`src/rtl/memref_scan_ctrl_if.sv`:
```
// rtl/memref_scan_ctrl_if.sv - command and result stream bundle for memref_scan_ctrl
// master = host/consumer side, slave = scan controller side.
interface memref_scan_ctrl_if #(
  parameter int IDX_W  = 5,
  parameter int DATA_W = 16
);
  logic              cmd_valid;
  logic              cmd_ready;
  logic              cmd_sel;
  logic [IDX_W-1:0]  cmd_start;
  logic [IDX_W-1:0]  cmd_count;
  logic              res_valid;
  logic              res_ready;
  logic [DATA_W-1:0] res_data;
  logic              res_last;

  modport master (
    output cmd_valid, cmd_sel, cmd_start, cmd_count, res_ready,
    input  cmd_ready, res_valid, res_data, res_last
  );

  modport slave (
    input  cmd_valid, cmd_sel, cmd_start, cmd_count, res_ready,
    output cmd_ready, res_valid, res_data, res_last
  );
endinterface

```
`src/rtl/memref_scan_ctrl.sv`:
```
// rtl/memref_scan_ctrl.sv - scan sequencer driving a 10x16 memref lookup and streaming/summing its words
// MEMREF_SCAN_SIGNED_EN: sign-extend lookup words into the accumulator (zero-extend when undefined).
module memref_scan_ctrl #(
  parameter int DEPTH  = 10,
  parameter int IDX_W  = 5,
  parameter int DATA_W = 16,
  parameter int ACC_W  = 20
) (
  input  logic              clk,
  input  logic              rst_n,
  memref_scan_ctrl_if.slave bus,
  output logic              lk_sel,
  output logic [IDX_W-1:0]  lk_idx,
  input  logic [DATA_W-1:0] lk_data,
  output logic              sum_valid,
  output logic [ACC_W-1:0]  sum,
  output logic              err
);
  typedef enum logic [1:0] {IDLE, CHECK, ISSUE, DONE} state_t;

  localparam logic [IDX_W:0] DEPTH_L = DEPTH[IDX_W:0];

  state_t            state_q, state_d;
  logic              sel_q, sel_d;
  logic [IDX_W-1:0]  start_q, start_d;
  logic [IDX_W-1:0]  count_q, count_d;
  logic [IDX_W-1:0]  remaining_q, remaining_d;
  logic              lk_sel_q, lk_sel_d;
  logic [IDX_W-1:0]  lk_idx_q, lk_idx_d;
  logic              res_valid_q, res_valid_d;
  logic [DATA_W-1:0] res_data_q, res_data_d;
  logic              res_last_q, res_last_d;
  logic [ACC_W-1:0]  sum_q, sum_d;
  logic              sum_valid_q, sum_valid_d;
  logic              err_q, err_d;
  logic [ACC_W-1:0]  lk_ext;
  logic [IDX_W:0]    scan_end;
  logic              capture;

  always_comb begin
`ifdef MEMREF_SCAN_SIGNED_EN
    lk_ext = {{(ACC_W-DATA_W){lk_data[DATA_W-1]}}, lk_data};
`else
    lk_ext = {{(ACC_W-DATA_W){1'b0}}, lk_data};
`endif
  end

  // Extra bit keeps start+count from wrapping before the bounds compare.
  assign scan_end = {1'b0, start_q} + {1'b0, count_q};
  assign capture  = !res_valid_q || bus.res_ready;

  always_comb begin
    state_d     = state_q;
    sel_d       = sel_q;
    start_d     = start_q;
    count_d     = count_q;
    remaining_d = remaining_q;
    lk_sel_d    = lk_sel_q;
    lk_idx_d    = lk_idx_q;
    res_valid_d = res_valid_q;
    res_data_d  = res_data_q;
    res_last_d  = res_last_q;
    sum_d       = sum_q;
    sum_valid_d = 1'b0;
    err_d       = 1'b0;

    if (res_valid_q && bus.res_ready) begin
      res_valid_d = 1'b0;
    end

    case (state_q)
      IDLE: begin
        if (bus.cmd_valid) begin
          sel_d   = bus.cmd_sel;
          start_d = bus.cmd_start;
          count_d = bus.cmd_count;
          sum_d   = '0;
          state_d = CHECK;
        end
      end
      CHECK: begin
        if (scan_end > DEPTH_L) begin
          err_d   = 1'b1;
          state_d = IDLE;
        end else if (count_q == '0) begin
          state_d = DONE;
        end else begin
          lk_sel_d    = sel_q;
          lk_idx_d    = start_q;
          remaining_d = count_q;
          state_d     = ISSUE;
        end
      end
      ISSUE: begin
        if (capture) begin
          res_data_d  = lk_data;
          res_valid_d = 1'b1;
          res_last_d  = (remaining_q == IDX_W'(1));
          sum_d       = sum_q + lk_ext;
          if (remaining_q == IDX_W'(1)) begin
            state_d = DONE;
          end else begin
            lk_idx_d    = lk_idx_q + IDX_W'(1);
            remaining_d = remaining_q - IDX_W'(1);
          end
        end
      end
      DONE: begin
        sum_valid_d = 1'b1;
        state_d     = IDLE;
      end
      default: state_d = IDLE;
    endcase
  end

  always_ff @(posedge clk or negedge rst_n) begin
    if (!rst_n) begin
      state_q     <= IDLE;
      sel_q       <= 1'b0;
      start_q     <= '0;
      count_q     <= '0;
      remaining_q <= '0;
      lk_sel_q    <= 1'b0;
      lk_idx_q    <= '0;
      res_valid_q <= 1'b0;
      res_data_q  <= '0;
      res_last_q  <= 1'b0;
      sum_q       <= '0;
      sum_valid_q <= 1'b0;
      err_q       <= 1'b0;
    end else begin
      state_q     <= state_d;
      sel_q       <= sel_d;
      start_q     <= start_d;
      count_q     <= count_d;
      remaining_q <= remaining_d;
      lk_sel_q    <= lk_sel_d;
      lk_idx_q    <= lk_idx_d;
      res_valid_q <= res_valid_d;
      res_data_q  <= res_data_d;
      res_last_q  <= res_last_d;
      sum_q       <= sum_d;
      sum_valid_q <= sum_valid_d;
      err_q       <= err_d;
    end
  end

  assign bus.cmd_ready = (state_q == IDLE);
  assign bus.res_valid = res_valid_q;
  assign bus.res_data  = res_data_q;
  assign bus.res_last  = res_last_q;
  assign lk_sel        = lk_sel_q;
  assign lk_idx        = lk_idx_q;
  assign sum           = sum_q;
  assign sum_valid     = sum_valid_q;
  assign err           = err_q;
endmodule

```
`src/flat_wrapper.sv`:
```
// flat-port wrapper written by rule: the top's interface ports become plain ports
module memref_scan_ctrl_flat 
#(
  parameter int DEPTH  = 10,
  parameter int IDX_W  = 5,
  parameter int DATA_W = 16,
  parameter int ACC_W  = 20
)
  (clk, rst_n, lk_sel, lk_idx, lk_data, sum_valid, sum, err, bus_cmd_valid, bus_cmd_sel, bus_cmd_start, bus_cmd_count, bus_res_ready, bus_cmd_ready, bus_res_valid, bus_res_data, bus_res_last);
  memref_scan_ctrl_if #(.IDX_W(IDX_W), .DATA_W(DATA_W)) bus_i ();
  input  logic clk;
  input  logic rst_n;
  output logic lk_sel;
  output logic [IDX_W-1:0] lk_idx;
  input  logic [DATA_W-1:0] lk_data;
  output logic sum_valid;
  output logic [ACC_W-1:0] sum;
  output logic err;
  input wire logic [$bits(bus_i.cmd_valid)-1:0] bus_cmd_valid;
  input wire logic [$bits(bus_i.cmd_sel)-1:0] bus_cmd_sel;
  input wire logic [$bits(bus_i.cmd_start)-1:0] bus_cmd_start;
  input wire logic [$bits(bus_i.cmd_count)-1:0] bus_cmd_count;
  input wire logic [$bits(bus_i.res_ready)-1:0] bus_res_ready;
  output wire logic [$bits(bus_i.cmd_ready)-1:0] bus_cmd_ready;
  output wire logic [$bits(bus_i.res_valid)-1:0] bus_res_valid;
  output wire logic [$bits(bus_i.res_data)-1:0] bus_res_data;
  output wire logic [$bits(bus_i.res_last)-1:0] bus_res_last;
  assign bus_i.cmd_valid = bus_cmd_valid;
  assign bus_i.cmd_sel = bus_cmd_sel;
  assign bus_i.cmd_start = bus_cmd_start;
  assign bus_i.cmd_count = bus_cmd_count;
  assign bus_i.res_ready = bus_res_ready;
  assign bus_cmd_ready = bus_i.cmd_ready;
  assign bus_res_valid = bus_i.res_valid;
  assign bus_res_data = bus_i.res_data;
  assign bus_res_last = bus_i.res_last;
  memref_scan_ctrl #(.DEPTH(DEPTH), .IDX_W(IDX_W), .DATA_W(DATA_W), .ACC_W(ACC_W)) u_core (.clk(clk), .rst_n(rst_n), .bus(bus_i), .lk_sel(lk_sel), .lk_idx(lk_idx), .lk_data(lk_data), .sum_valid(sum_valid), .sum(sum), .err(err));
endmodule
```
`config.mk`:
```
export PLATFORM = sky130hd
export DESIGN_NAME = memref_scan_ctrl_flat
export DESIGN_NICKNAME = d
export VERILOG_FILES = /design/src/rtl/memref_scan_ctrl_if.sv /design/src/rtl/memref_scan_ctrl.sv /design/src/flat_wrapper.sv
export SDC_FILE = /design/constraint.sdc
export NUM_CORES = 1
export LEC_CHECK = 0
export ABC_AREA = 1
export CORE_ASPECT_RATIO = 1.25
export CORE_MARGIN = 4
export CORE_UTILIZATION = 44
export CTS_BUF_LIST = sky130_fd_sc_hd__clkbuf_8
export CTS_CLUSTER_DIAMETER = 50
export DETAILED_ROUTE_END_ITERATION = 16
export DONT_BUFFER_PORTS = 1
export HOLD_SLACK_MARGIN = 0.06
export PLACE_DENSITY_LB_ADDON = 0.08
export SLEW_MARGIN = 10
export SYNTH_ARGS = -nofsm -noshare
export SYNTH_HDL_FRONTEND = slang
export SYNTH_SLANG_ARGS = --single-unit
```
`constraint.sdc`:
```
create_clock -name clk -period 2.4 [get_ports clk]
set_clock_uncertainty 0.05 [all_clocks]
set_input_delay 0.48 -clock clk [delete_from_list [all_inputs] [get_ports clk]]
set_output_delay 0.48 -clock clk [all_outputs]
set_load 0.05 [all_outputs]
```
==> results.cfg <==
[power_and_ir_drop]
p_comb_share_pct = 50.9
power.leakage_nw = 2.387
sw_frac_of_total_pct = 53.51
power_density_nw_per_um2 = 1504
seqPwrFrac_pct = 36.0
p_switching_mw = 3.601
p_int_mw = 3.128
ir_worst_vdd_mv = 0.7116
pwr-share-clk_pct = 13.1

[critical_path]
crit_chain = ha_1 > inv_1 > fa_1 > inv_1 > nand3_1 > nand3_1 > nand2_2 > nor2_4 > nand4_4 > nand2_8 > nand2_4 > nand2_1 > nand2_1
required_ps = 2580
critPathCapture = u_core.lk_idx[3]
path_max_fanout = 10
cp-startpoint = u_core.count_q[0]
critical_path_class = reg -> reg
timing.rr.start = u_core.count_q[0]
cpPeakStageDelay_ps = 400
slowest_stage = dfrtp_1
worstSetupEndpointType = flip-flop
arrival_ps = 2370
reg2reg_to = u_core.lk_idx[3]
ff2ff_path_depth = 13
start_kind = flip-flop
r2r_slack_ps = 210

[floorplanning]
core_um2 = 8701
dieWidth_um = 92.34
dieArea_um2 = 10470
start_util_pct = 44.97
rows = 38
fp.dieH_um = 113.4
io_pins = 78

[timing]
fmax_mhz = 455.6
drv_slew = 0
rsz0062_at_grt = no
setup_viol = 0
period_needed_ps = 2195
final-hold-violation-count = 0
period_share_pct = 91.45
max_slew_margin_pct = 61.91
worst_pin_slew_ps = 571.3
tns_ps = 0
worst_slack_ps = 205.3

[hold_path]
hold_class = in -> reg

[final_layout]
fin_nets = 614
drive_above_1_share_pct = 11.92
num_antenna_cells = 0
syn_to_final_growth_pct = 14.33
fillers = 908

[drt]
first_pass_iters = 4
via_count = 3382
vias_per_cell = 4.959
drc = 0
wirelength_um = 9778
routedWlPerCell_um = 14.34
ant_nets = 0
drt-initial-drc-count = 138

[clock_tree]
insertion_delay_ps = 340
cts_buffers = 9
path_clk_slew_ps = 70
root_buffer = clkbuf_8
cts_buffer_depth = 2
cts_tree = built
h-tree-depth = 3
clock_sinks = 64

[yosys]
post_synth_instance_area_um2 = 3913
synth_edf_count = 0
synth_seq_cells = 64
synth-seq-area-share_pct = 40.93
synth_cells = 525
postSynthAreaPerCell_um2 = 7.452
synthesis.nets = 582
synth_top_area_share_pct = 40.93
synth_largest_area_cell = dfrtp_1
synth_ff_type = dfrtp_1
async_reset_ff_share_pct = 100.0
synth_area_leaders = dfrtp_1 41%, nand2_1 20%, ha_1 7.7%
yosys_warnings = 0
ys_types = 33

[place]
gp_routability_congestion = 0.8593
numPortBuffers = 0
hpwl_um = 7382
dp_slack_ps = 96.05

[global_route]
grtUsageMet3_pct = 4.881
grt.busiest_layer = met2
use_met1_pct = 20.93
grt_util_met2_pct = 36.11
first_global_vias = 3373
grt.total_usage_pct = 19.47
grt_max_degree = 65
antenna_found_initial = 0
grt_overflow = 0
grt_pass1_wl_um = 16140

[outcome]
status = completed

[run]
maxCapViolCount = 0
## per-stage QoR
step	utilization, %	hold WS (ps)	power, mW	std cells	cell area, µm²
floorplan	-	134.4	4.901	525	3913
global placement	48.26	136.2	5.638	660	4199
detailed placement	48.26	136.5	5.693	660	4199
CTS	50.76	174.5	6.631	678	4417
global route	51.41	182.5	7.281	682	4473
finish	51.41	190.4	6.729	682	4473
## critical path: cells and delay by family (launching register included)
| family | cells | cell delay [ps] |
|---|---|---|
| adder cells (fa/ha/maj) | 2 | 610 |
| flip-flops | 1 | 400 |
| buffers and inverters | 2 | 130 |
| AND/OR/NAND/NOR | 9 | 870 |
## layout by cell type, fill, tap and decap left out, types with 2 or more instances in the layout
cell / netlist / routed
buf_4: 1 / 29
dfrtp_1: 64 / 64
inv_2: 3 / 3
nand2_1: 207 / 207
a21o_1: 2 / 2
a21oi_1: 31 / 31
o31ai_1: 2 / 2
ha_1: 24 / 24
fa_1: 2 / 2
nand3_2: 12 / 12
clkbuf_8: 0 / 9
nand3_1: 26 / 26
xor2_1: 4 / 4
inv_1: 37 / 40
nor2_4: 2 / 2
o21ai_0: 42 / 42
nor2_1: 39 / 39
xnor2_1: 3 / 3
clkinv_2: 0 / 3
## what timing repair did
item	in CTS	in global routing
endpoints found under the hold margin	64	0
gates resized for setup	0	2
setup buffers	0	4
hold buffers	2	0
endpoints found under the setup margin	0	10
## kinds of logic (layout without fill, tap and decap cells)
kind of cell    after synthesis  count (layout)  synth area share [%]
fa+ha+maj                    26              26                 8.699
buf+inv                      52              89                 5.436
compound gates               79              79                 10.52
flops                        64              64                 40.93
simple gates                297             297                 32.84
xor+xnor                      7               7                 1.567
## worst min-delay path by stage
| stage | from | to | slack (ps) | depth (start not counted) |
|---|---|---|---|---|
| finish | bus_res_ready | u_core.bus.res_valid | 190 | 1 |
| floorplan | rst_n | asynchronous set/reset pin | 130 | 0 |
| global placement | rst_n | u_core.bus.res_data[5] | 140 | 0 |
| detailed placement | rst_n | u_core.bus.res_data[5] | 140 | 0 |
| global route | lk_data[10] | u_core.bus.res_data[10] | 180 | 2 |
| CTS | bus_res_ready | u_core.bus.res_valid | 170 | 1 |
## final cells by class
class	instances	area (µm²)	share of cell area, %
clock buffer	9	123.9	2.769
clock inverter	7	56.30	1.259
inverter	41	153.9	3.441
multi-input combinational	409	2112	47.22
sequential	64	1602	35.80
tap	120	150.1	3.357
timing repair buffer	32	275.3	6.154
## power by group through the flow
stage	registers (mW)	logic (mW)	clock network [mW]
5_1_grt	2.48	3.86	0.950
6_report	2.43	3.42	0.880
4_1_cts	2.43	3.29	0.912
3_5_place_dp	2.45	3.24	0
3_3_place_gp	2.44	3.20	0
2_1_floorplan	2.78	2.12	0
## flip-flops by register name, summed over array words and instances (netlist names), 5 cells and up, named ones only
signal               count
u_core.count_q           5
u_core.start_q           5
u_core.lk_idx            5
u_core.bus.res_data     16
u_core.sum              20
u_core.remaining_q       5
## synth_stat cells, types with 4 or more instances
| cell | n |
|---|---|
| nand2_1 | 207 |
| dfrtp_1 | 64 |
| o21ai_0 | 42 |
| nor2_1 | 39 |
| inv_1 | 37 |
| a21oi_1 | 31 |
| nand3_1 | 26 |
| ha_1 | 24 |
| nand3_2 | 12 |
| clkbuf_1 | 7 |
| xor2_1 | 4 |
## routing by layer
layer / up-vias / part of all wire [%]
li1: 1748 / -
met1: 1554 / 40
met2: 66 / 54
met3: 14 / 4.6
met4: 0 / 2.0
met5: - / 0
No activity file was read; power rests on OpenSTA's default activity.
